--- src/rtl/mem_stage_vlat.sv ---
// Memory pipeline stage: holds one instruction until its data-SRAM response arrives, then formats load data for WB.
// Latency 0 when data_ok coincides with the stage; backpressure from ws_allowin parks the response in a buffer.
module mem_stage_vlat #(
  parameter int DATA_W = 32,
  localparam int AW = $clog2(DATA_W / 8)
) (
  input  logic              clk,
  input  logic              resetn,
  input  logic              ws_allowin,
  output logic              ms_allowin,
  input  logic              es_to_ms_valid,
  input  logic              es_mem_req,
  input  logic              es_is_load,
  input  logic [1:0]        es_ld_size,
  input  logic              es_ld_unsigned,
  input  logic [AW-1:0]     es_addr_low,
  input  logic              es_gr_we,
  input  logic [4:0]        es_dest,
  input  logic [DATA_W-1:0] es_result,
  input  logic [31:0]       es_pc,
  input  logic              data_sram_data_ok,
  input  logic [DATA_W-1:0] data_sram_rdata,
  input  logic              flush,
  output logic              ms_to_ws_valid,
  output logic              ms_gr_we,
  output logic [4:0]        ms_dest,
  output logic [DATA_W-1:0] ms_final_result,
  output logic [31:0]       ms_pc,
  output logic              ms_fwd_valid,
  output logic              ms_fwd_blk,
  output logic [4:0]        ms_fwd_dest,
  output logic [DATA_W-1:0] ms_fwd_data
);

  typedef struct packed {
    logic              mem_req;
    logic              is_load;
    logic [1:0]        ld_size;
    logic              ld_unsigned;
    logic [AW-1:0]     addr_low;
    logic              gr_we;
    logic [4:0]        dest;
    logic [DATA_W-1:0] result;
    logic [31:0]       pc;
  } ms_fields_t;

  ms_fields_t        ms_r;
  ms_fields_t        es_fields;
  logic              ms_valid;
  logic              got_r;
  logic [DATA_W-1:0] buf_r;
  logic [1:0]        discard_cnt;
  logic [1:0]        cnt_next;

  logic              disc_idle;
  logic              resp_ok;
  logic              ready_go;
  logic              handoff;
  logic              accept;
  logic              capture;
  logic              kill_pending;
  logic              kill_incoming;
  logic              drop;

  logic [DATA_W-1:0] resp_src;
  logic [DATA_W-1:0] shifted;
  logic [DATA_W-1:0] ld_mask;
  logic              ld_sign;
  logic [DATA_W-1:0] ld_data;

  assign es_fields = '{
    mem_req:     es_mem_req,
    is_load:     es_is_load,
    ld_size:     es_ld_size,
    ld_unsigned: es_ld_unsigned,
    addr_low:    es_addr_low,
    gr_we:       es_gr_we,
    dest:        es_dest,
    result:      es_result,
    pc:          es_pc
  };

  // Responses owed to killed instructions are swallowed before any new one may be attributed.
  assign disc_idle = (discard_cnt == 2'd0);
  assign resp_ok   = data_sram_data_ok && disc_idle;
  assign drop      = data_sram_data_ok && !disc_idle;

  assign ready_go       = !ms_r.mem_req || got_r || resp_ok;
  assign ms_allowin     = disc_idle && (!ms_valid || (ready_go && ws_allowin));
  assign ms_to_ws_valid = ms_valid && ready_go && !flush;
  assign handoff        = ms_to_ws_valid && ws_allowin;
  assign accept         = es_to_ms_valid && ms_allowin && !flush;
  assign capture        = resp_ok && ms_valid && ms_r.mem_req && !got_r && !handoff && !flush;

  assign kill_pending  = flush && ms_valid && ms_r.mem_req && !got_r && !resp_ok;
  assign kill_incoming = flush && es_to_ms_valid && es_mem_req;
  assign cnt_next      = discard_cnt + {1'b0, kill_pending} + {1'b0, kill_incoming} - {1'b0, drop};

  always_ff @(posedge clk or negedge resetn) begin
    if (!resetn) begin
      ms_valid    <= 1'b0;
      ms_r        <= '0;
      got_r       <= 1'b0;
      buf_r       <= '0;
      discard_cnt <= 2'd0;
    end else begin
      if (flush || ms_allowin) begin
        ms_valid <= accept;
      end
      if (accept) begin
        ms_r <= es_fields;
      end
      if (flush || accept) begin
        got_r <= 1'b0;
      end else if (capture) begin
        got_r <= 1'b1;
      end
      if (capture) begin
        buf_r <= data_sram_rdata;
      end
      discard_cnt <= cnt_next;
    end
  end

  assign resp_src = got_r ? buf_r : data_sram_rdata;
  assign shifted  = resp_src >> {ms_r.addr_low, 3'b000};

  always_comb begin
    ld_mask = '1;
    ld_sign = shifted[DATA_W-1];
    case (ms_r.ld_size)
      2'd0: begin
        ld_mask = DATA_W'(8'hFF);
        ld_sign = shifted[7];
      end
      2'd1: begin
        ld_mask = DATA_W'(16'hFFFF);
        ld_sign = shifted[15];
      end
      2'd2: begin
        ld_mask = DATA_W'(32'hFFFF_FFFF);
        ld_sign = shifted[31];
      end
      default: begin
        ld_mask = '1;
        ld_sign = shifted[DATA_W-1];
      end
    endcase
    ld_data = (shifted & ld_mask) | ({DATA_W{ld_sign && !ms_r.ld_unsigned}} & ~ld_mask);
  end

  assign ms_final_result = ms_r.is_load ? ld_data : ms_r.result;
  assign ms_gr_we        = ms_valid && ms_r.gr_we;
  assign ms_dest         = ms_r.dest;
  assign ms_pc           = ms_r.pc;

  assign ms_fwd_valid = ms_valid && ms_r.gr_we;
  assign ms_fwd_blk   = ms_valid && ms_r.is_load && !got_r && !resp_ok;
  assign ms_fwd_dest  = ms_r.dest;
  assign ms_fwd_data  = ms_final_result;

endmodule

--- config.mk ---
export PLATFORM = sky130hd
export DESIGN_NAME = mem_stage_vlat
export DESIGN_NICKNAME = d
export VERILOG_FILES = /design/src/rtl/mem_stage_vlat.sv
export SDC_FILE = /design/constraint.sdc
export NUM_CORES = 1
export LEC_CHECK = 0
export CORE_UTILIZATION = 42
export DETAILED_ROUTE_END_ITERATION = 8
export PLACE_DENSITY = 0.78
export SYNTH_ARGS = -nofsm -noshare
export SYNTH_HDL_FRONTEND = slang
export SYNTH_SLANG_ARGS = --single-unit
--- constraint.sdc ---
create_clock -name clk -period 3.37 [get_ports clk]
set_clock_uncertainty 0.2 [all_clocks]
set_input_delay 1.011 -clock clk [delete_from_list [all_inputs] [get_ports clk]]
set_output_delay 1.011 -clock clk [all_outputs]
set_load 0.03 [all_outputs]
== Yosys cells after proc, flatten, opt, wreduce, memory -nomap -nowiden ==
Cells that the tools add are included.
Word-level totals
  bits in registers: 113
  bits in latches: 0
  memory bits (writable): 0
  memory bits (read-only): 0
  bits of input ports: 115
  output and inout port bits: 111
  word-level logic and storage cells: 69
  memories: 0
Cells by class
  $add $sub $neg: 3
  multipliers: 0
  div/mod/pow operators: 0
  order comparisons: 0
  eq/ne operators: 1
  shift-type cells: 1
  multiplexer cells: 6
  bitwise operators: 4
  reduce and logical (&&, ||, !) cells: 41
Operators with widths (number)
  $and A32 B32 Y32: 2
  $mux W32: 2
  $pmux W32 S2: 1
  $not A32 Y32: 1
  $or A32 B32 Y32: 1
  $shr A32 B5 Y32: 1
  $logic_and A1 B1 Y1: 25
  $logic_not A1 Y1: 8
  $logic_or A1 B1 Y1: 5
  $add A2 B1 Y2: 2
  $logic_not A2 Y1: 2
  $eq A2 B1 Y1 const B: 1
  $mux W1: 2
  $pmux W1 S2: 1
  $reduce_bool A2 Y1: 1
  $sub A2 B1 Y2: 1

== Logic depth before layout (Yosys ltp) ==
Gate-level depths: netlist of the first run.
  depth after elaboration: 11
  depth in mapped cells: 8
  mapped depth without buffers: 8

== Worst setup path before layout of the first run ==
Ideal clock, no wire load.
  path kind: in2out
  start point: input port data_sram_rdata[31]
  end point: output port ms_fwd_data[30]
  data arrival time: 3047 ps
  data required time: 2159 ps
  slack: -888 ps
  stages on the path: 5
  buffers on the path: 1
  cells stage by stage: mux2i_1 mux4_2 o221a_2 a211oi_1 buf_4
Between the ends
  word-level cells in the longest chain between the ends: 7
Ends and longest elaborated chain
  from (decl): RTL line 22  | input logic [DATA_W-1:0] data_sram_rdata,
  $mux W32: RTL line 125  | assign resp_src = got_r ? buf_r : data_sram_rdata;
  $shr A32 B5 Y32: RTL line 126  | assign shifted = resp_src >> {ms_r.addr_low, 3'b000};
  $pmux W1 S2: RTL line 131  | case (ms_r.ld_size)
  $logic_and A1 B1 Y1: RTL line 149  | ld_data = (shifted & ld_mask) | ({DATA_W{ld_sign && !ms_r.ld_unsigned}} & ~ld_mask);
  $and A32 B32 Y32: RTL line 149
  $or A32 B32 Y32: RTL line 149
  $mux W32: RTL line 152  | assign ms_final_result = ms_r.is_load ? ld_data : ms_r.result;
  to (decl): RTL line 32  | output logic [DATA_W-1:0] ms_fwd_data
No other way between the ends.

== Final worst setup path of the first run ==
  start point: input port data_sram_rdata[31]
  end point: output port ms_final_result[14]
Between the ends
  word-level cells in the longest chain between the ends: 7
Ends and longest elaborated chain
  $mux W32: RTL line 125
  $shr A32 B5 Y32: RTL line 126
  $pmux W1 S2: RTL line 131
  $logic_and A1 B1 Y1: RTL line 149
  $and A32 B32 Y32: RTL line 149
  $or A32 B32 Y32: RTL line 149
  $mux W32: RTL line 152
  to (decl): RTL line 27  | output logic [DATA_W-1:0] ms_final_result,
No other way between the ends.

==> summary.md, run 1 <==
| Metric | Value |
|---|---|
| DRC | 0 |
| Fin. Hold Viols | 0 |
| Synth area leaders | dfrtp_1, mux2_2, buf_4 |
| Post-Synthesis Mean Instance Area | 12.0 um2 |
| Maximum VDD drop | around 850 uV |
| I/O pin count | 226 |
| Layout area overhead | 51.3% |
| Die H | around 130 um |
| Mapped Area | roughly 0.0065 mm2 |
| Asr flop ratio synth | 100% |
| Lkg Pwr | 4.27 nW |
| Max-Cap Viols | 0 |
| Routed length per instance | a little over 20 um |
| Cell area power density | 1170 mW/mm2 |
| Maximum buffer depth of the clock tree | 2 |
| H-tree depth | 4 |
| Fin crit period | 3.85 ns |
| Violated checks | negative setup slack |
| Starting Density | 42.9% |
| CTS Sinks | approximately 110 |
| Placer Congestion | around 0.85 |
| Status | complete, but fails checks |
| Critical Path AT | between 2 and 3 ns |
| Syn_nets | about 660 |
| Final wirelength | between 15 and 20 mm |
| GR Overflow Total | 0 |
| First-pass GRT wire length | just under 30 mm |
| CP Max Fanout | 7 |
| Slew margin rel. | 58.7% |
| Clock tree from TritonCTS | built |
| Hold Path Class | reg2reg |
| Largest net degree at the start of global routing | 77 |
| Crit-path cells | buf_8 -> mux2i_4 -> mux4_2 -> or4_4 -> buf_8 -> o211ai_1 -> buf_4 |
| Total CTS buffers | 17 |
| Via count | just over 5000 |
| Clk_lat worst skew | slightly above 0.4 ns |
| DIE AREA | approximately 0.016 mm2 |
| RSZ-0062 raised after global routing | true |
| Post-synth top flop | dfrtp_1 |
| WS Path Type | in2out |
| FP Rows | 45 |
| Nets | approximately 850 |
| Core area | 0.0152 mm2 |
| Synthesis-stage register bit count | 113 |
| Slew Limit Fails | 0 |
| Mapped Cells | 544 |
| Dpl hpwl | 13.6 mm |
| Pre-CTS setup slack | -1.07 ns |
| Netlist cell types | 41 |
| Fin crit share | 114% |
| Post-synth top area cell | dfrtp_1 |
| Initial DRC count | 299 |
| Final total power | around 12 mW |
| Die W | approximately 130 um |
| Initial antenna violation count | 2 |
| Overall Global Routing Usage | between 20% and 30% |
| Ys Warns | 0 |
| Most used cell, CP | buf_8 |
| Setup ws final | -0.482 ns |
| Worst-Margin Slew | 0.617 ns |
| Vias in the first global route | approximately 5600 |
| Maximum clock rate | roughly 0.26 GHz |
| Detailed Routing Iterations Pass 1 | 4 |
| WP data required | around 2.2 ns |
| Sequential area share after synthesis | 43.4% |
| Worst setup SP type | primary input |
| Final Setup Violations | 64 |
| Antenna viol nets, final | 0 |
| Clock slew at the register clock pins of the worst setup and hold paths | roughly 0.05 ns |
| Layout cell share with drive strength beyond 1 | roughly 46% |
| Max stage delay on crit path | 0.52 ns |
| Clk root buf | clkbuf_16 |
| Port buffer count | between 200 and 250 |
| Area share of the largest cell type after synthesis | between 40 and 50% |
| Vias per cell | approximately 5.4 |
| Slowest CP cell | mux4_2 |
| Post-synth EDFFs | 0 |
| Crit. End Element | output pin |
cell type report:
type / instances / area (um2)
Fill cell: 1145 / 5340
Multi-Input combinational cell: 314 / 3320
Sequential cell: 113 / 2830
Timing Repair Buffer: 283 / 2820
Clock buffer: 22 / 474
Tap cell: 188 / 235
Clock inverter: 10 / 156
Inverter: 7 / 26.3
Antenna cell: 2 / 5.00
critical path: cells and delay by family:
| kind | cells | cell delay [ns] |
|---|---|---|
| AOI/OAI and AO/OA | 1 | 0.13 |
| and+or+nand+nor | 1 | 0.46 |
| buffers and inverters | 3 | 0.47 |
| muxes | 2 | 0.57 |
cells by family after synthesis:
group | count (synthesis) | share of synthesized area, %
AOI/OAI and AO/OA | 84 | 9.23
and+or+nand+nor | 52 | 4.07
DFF | 113 | 43.4
buffers and inverters | 117 | 11.6
adders and majority gates | 2 | 0.499
muxes | 174 | 31.0
xor gates and xnor gates | 2 | 0.269
metrics by stage:
step / util, % / instance area (um2) / hold WS [ns] / setup TNS (ns) / std cells
after floorplan: - / 6740 / 0.257 / -18.18 / 544
after global placement: 57.9 / 8790 / 0.273 / -51.68 / 898
after detailed placement: 57.9 / 8790 / 0.276 / -54.03 / 898
after CTS: 64.1 / 9740 / 0.296 / -23.66 / 935
after global routing: 64.9 / 9860 / 0.320 / -26.60 / 938
final: 64.9 / 9860 / 0.300 / -23.38 / 939
cell usage in the layout (no fill, tap or decap), types with 3 or more instances in the layout:
cell type and n:
o22ai_1 16, clkbuf_8 3, mux2_1 3, inv_1 7
mux4_2 9, buf_4 72, nor2_1 19, nor2b_1 3
bufinv_16 4, a211oi_4 6, clkdlybuf4s50_1 124, mux2i_2 3
a21oi_4 11, nand3b_1 3, a21oi_1 9, o22a_1 8
mux2i_1 28, a21oi_2 4, dfrtp_1 111, clkinv_2 4
clkbuf_16 17, dlygate4sd2_1 27, a221oi_1 12, buf_12 9
buf_8 3, buf_6 44, o311ai_2 4, mux2_2 128
nand2_1 17
Yosys cell counts, types with 9 or more instances:
master    instances
a21oi_1          24
a221oi_1         12
buf_2            18
buf_4            76
clkbuf_1         15
dfrtp_1         113
mux2_2          129
mux2i_1          33
mux4_2            9
nand2_1          17
nor2_1           19
o22ai_1          16
metal layers:
layer	track usage [%]	up-vias	wire (um)
met1	28.4	2534	7660
met5	0	-	0
met2	43.9	221	9770
met3	6.87	18	1280
met4	8.43	0	226
li1	-	2319	-
power breakdown:
group          internal [mW]  total (mW)  switching (mW)
clock                   1.29        1.92           0.633
combinational           3.31        7.32            4.01
sequential              1.91        2.29           0.374
path summary, 6_finish.rpt:
check | from | endpoint | slack, ns | depth (start not counted)
worst max-delay path | data_sram_rdata[31] | ms_final_result[14] | -0.48 | 7
worst min-delay path | buf_r[6] | buf_r[6] | 0.30 | 1
worst max register to register | got_r | ms_dest[0] | 0.83 | 6
worst min register to register | buf_r[6] | buf_r[6] | 0.30 | 1
max in group asynchronous | resetn | ms_r[48] | 1.80 | 2
min in group asynchronous | resetn | buf_r[13] | 0.38 | 1
flip-flops by register name, indices dropped and copies added, names as in the netlist:
register / flops
discard_cnt: 2
ms_dest: 5
ms_r: 40
ms_valid: 1
buf_r: 32
got_r: 1
ms_pc: 32
repair_timing:
item	4_1_cts	5_1_grt
gates resized for setup	118	18
endpoints found under the setup margin	66	64
pin swaps	15	5
cloned	1	0
setup buffers	5	2
hold buffers	0	0
hold endpoints to repair	0	0
(Power assumes the default switching activity.)
==> run 2: changes to the inputs <==
Settings changed: CELL_PAD_IN_SITES_DETAIL_PLACEMENT from default to 1, CELL_PAD_IN_SITES_GLOBAL_PLACEMENT from default to 1, CORE_MARGIN from default to 2, CORE_UTILIZATION 42 to 32, PLACE_DENSITY 0.78 to default, PLACE_DENSITY_LB_ADDON from default to 0.1.
==> summary.md, run 2 (synthesis results as in run 1) <==
| Metric | Value |
|---|---|
| Worst-Margin Slew | 0.488 ns (was 0.617 ns) |
| Antenna viol nets, final | 0 (unchanged) |
| Routed length per instance | 20.2 um (about the same) |
| GR Overflow Total | 0 (unchanged) |
| Dpl hpwl | 15.3 mm (was 13.6 mm) |
| Dpl cells | 989 (was 898) |
| Via count | 5140 (was 5092) |
| Fin crit period | 3.98 ns (was 3.85 ns) |
| First-pass GRT wire length | 32.7 mm (was 29.8 mm) |
| Cell area power density | 1170 mW/mm2 (about the same) |
| Fin crit share | 118% (was 114%) |
| Initial antenna violation count | 2 (unchanged) |
| Hold Path Class | reg2reg (unchanged) |
| Critical Path AT | 2.77 ns (was 2.64 ns) |
| Port buffer count | 225 (unchanged) |
| Lkg Pwr | 4.40 nW (was 4.27 nW) |
| Switching Share | 43.6% (was 43.5%) |
| Slew margin rel. | 67.5% (was 58.7%) |
| WP data required | 2.16 ns (about the same) |
| Violated checks | negative setup slack (unchanged) |
| DR WL met3 | 1.26 mm (was 1.28 mm) |
| Net Sw Power | 5.28 mW (was 5.02 mW) |
| Die H | 147 um (was 127 um) |
| Crit-path cells | buf_8 -> mux2i_4 -> mux4_2 -> buf_6 -> o221a_4 -> buf_12 -> a211oi_4 -> buf_4 (was buf_8 -> mux2i_4 -> mux4_2 -> or4_4 -> buf_8 -> o211ai_1 -> buf_4) |
| Final core occ | 51.6% (was 64.9%) |
| Overall Global Routing Usage | 19.6% (was 24.7%) |
| Final Setup Violations | 62 (was 64) |
| Layout cell share with drive strength beyond 1 | 48.0% (was 45.8%) |
| Total CTS buffers | 17 (unchanged) |
| Starting Density | 32.4% (was 42.9%) |
| WS Path Type | in2out (unchanged) |
| Final total power | 12.1 mW (was 11.5 mW) |
| Maximum buffer depth of the clock tree | 2 (unchanged) |
| Initial DRC count | 138 (was 299) |
| Layout area overhead | 59.0% (was 51.3%) |
| Most common cell after layout, fill and taps aside | clkdlybuf4s50_1 (was mux2_2) |
| Clock power frac | 15.7% (was 16.7%) |
| Max FFs per register | 40 (unchanged) |
| Clk_lat worst skew | 0.42 ns (was 0.41 ns) |
| Maximum clock rate | 0.251 GHz (was 0.260 GHz) |
| Max-Cap Viols | 0 (unchanged) |
| Maximum VDD drop | 649 uV (was 846 uV) |
| FP Rows | 52 (was 45) |
| DIE AREA | 0.0215 mm2 (was 0.0160 mm2) |
| Fin area | 0.0104 mm2 (was 0.00986 mm2) |
| CTS Sinks | 113 (unchanged) |
| Highest metal used | met4 (unchanged) |
| Final wirelength | 21.0 mm (was 18.9 mm) |
| I/O pin count | 226 (unchanged) |
| Vias per cell | 4.94 (was 5.42) |
| RSZ-0062 raised after global routing | true (unchanged) |
| Placer Congestion | 0.841 (was 0.853) |
| Max stage delay on crit path | 0.52 ns (about the same) |
| Part of the power in combinational logic | 65.4% (was 63.5%) |
| Clock tree from TritonCTS | built (unchanged) |
| M1 WL | 8.68 mm (was 7.66 mm) |
| Flop pwr share | 18.8% (was 19.8%) |
| Nets | 872 (was 853) |
| Metal2 WL | 10.7 mm (was 9.77 mm) |
| Non-filler cells, final | 1040 (was 939) |
| DRC | 0 (unchanged) |
| Hold_buf cts | 0 (unchanged) |
| Slowest CP cell | mux4_2 (unchanged) |
| Die W | 147 um (was 127 um) |
| Detailed Routing Iterations Pass 1 | 5 (was 4) |
| Fin. Hold Viols | 0 (unchanged) |
| Status | complete, but fails checks (unchanged) |
| Clk root buf | clkbuf_16 (unchanged) |
| Worst setup SP type | primary input (unchanged) |
| Int Power | 6.84 mW (was 6.52 mW) |
| Vias in the first global route | 5868 (was 5577) |
| CP Max Fanout | 5 (was 7) |
| Post-DP Area | 0.00908 mm2 (was 0.00879 mm2) |
| Crit. End Element | output pin (unchanged) |
| Most frequent cells in the layout | clkdlybuf4s50_1, mux2_2, dfrtp_1, buf_4, buf_6 (was mux2_2, clkdlybuf4s50_1, dfrtp_1, buf_4, buf_6) |
| Slew Limit Fails | 0 (unchanged) |
| Core area | 0.0201 mm2 (was 0.0152 mm2) |
| Most flops, register | ms_r (unchanged) |
| H-tree depth | 4 (unchanged) |
| Largest net degree at the start of global routing | 67 (was 77) |
| Clock slew at the register clock pins of the worst setup and hold paths | 0.06 ns (was 0.05 ns) |
| Setup ws final | -0.613 ns (was -0.482 ns) |
## run 2: critical path: cells and delay by family
| family | cells | cell delay, ns |
|---|---|---|
| AOI/OAI and AO/OA | 2 | 0.58 |
| muxes | 2 | 0.57 |
| buffers and inverters | 4 | 0.59 |
## run 2: power by group through the flow
stage | clock (mW) | sequential (mW) | combinational, mW
finish | 1.91 | 2.28 | 7.93
global route | 2.03 | 2.37 | 8.30
CTS | 1.96 | 2.29 | 7.86
detailed placement | 0 | 2.30 | 6.95
global placement | 0 | 2.26 | 6.86
floorplan | 0 | 2.15 | 5.03
## run 2: metal layers
metal  up-vias  track usage [%]
met3        22             6.06
met4         0             5.58
li1       2360                -
met5         -                0
met1      2608             23.6
met2       150             33.9
## run 2: final cells by class
type	count	area (um2)
sequential	113	2830
clock inverter	13	175
fill	2015	9740
multi-input combinational	314	3410
timing repair buffer	302	3140
inverter	7	26.3
tap	270	338
clock buffer	19	443
antenna	2	5.00
## run 2: repair_timing
item | CTS | global route
cloned | 1 | 1
hold endpoints to repair | 0 | 0
resized for setup | 134 | 19
setup buffers | 11 | 6
endpoints found under the setup margin | 66 | 64
pin swaps | 15 | 4
## run 2: stage by stage
stage,setup WS (ns),setup TNS [ns],hold WS [ns]
3_5_place_dp,-1.11,-55.42,0.279
3_3_place_gp,-1.06,-53.18,0.271
5_1_grt,-0.645,-34.96,0.313
2_1_floorplan,-0.536,-18.18,0.257
6_report,-0.613,-30.61,0.289
4_1_cts,-0.600,-30.13,0.293
## run 2: final timing paths
kind                                     start  slack (ns)                   to  cells past startpoint
setup reg to reg                         got_r        0.96             ms_r[54]                      5
max in group asynchronous               resetn        1.86             ms_r[70]                      2
setup / recovery           data_sram_rdata[23]       -0.61  ms_final_result[27]                      8
hold reg to reg                       buf_r[6]        0.29             buf_r[6]                      1
min in group asynchronous               resetn        0.36             ms_r[37]                      1
hold / removal                        buf_r[6]        0.29             buf_r[6]                      1
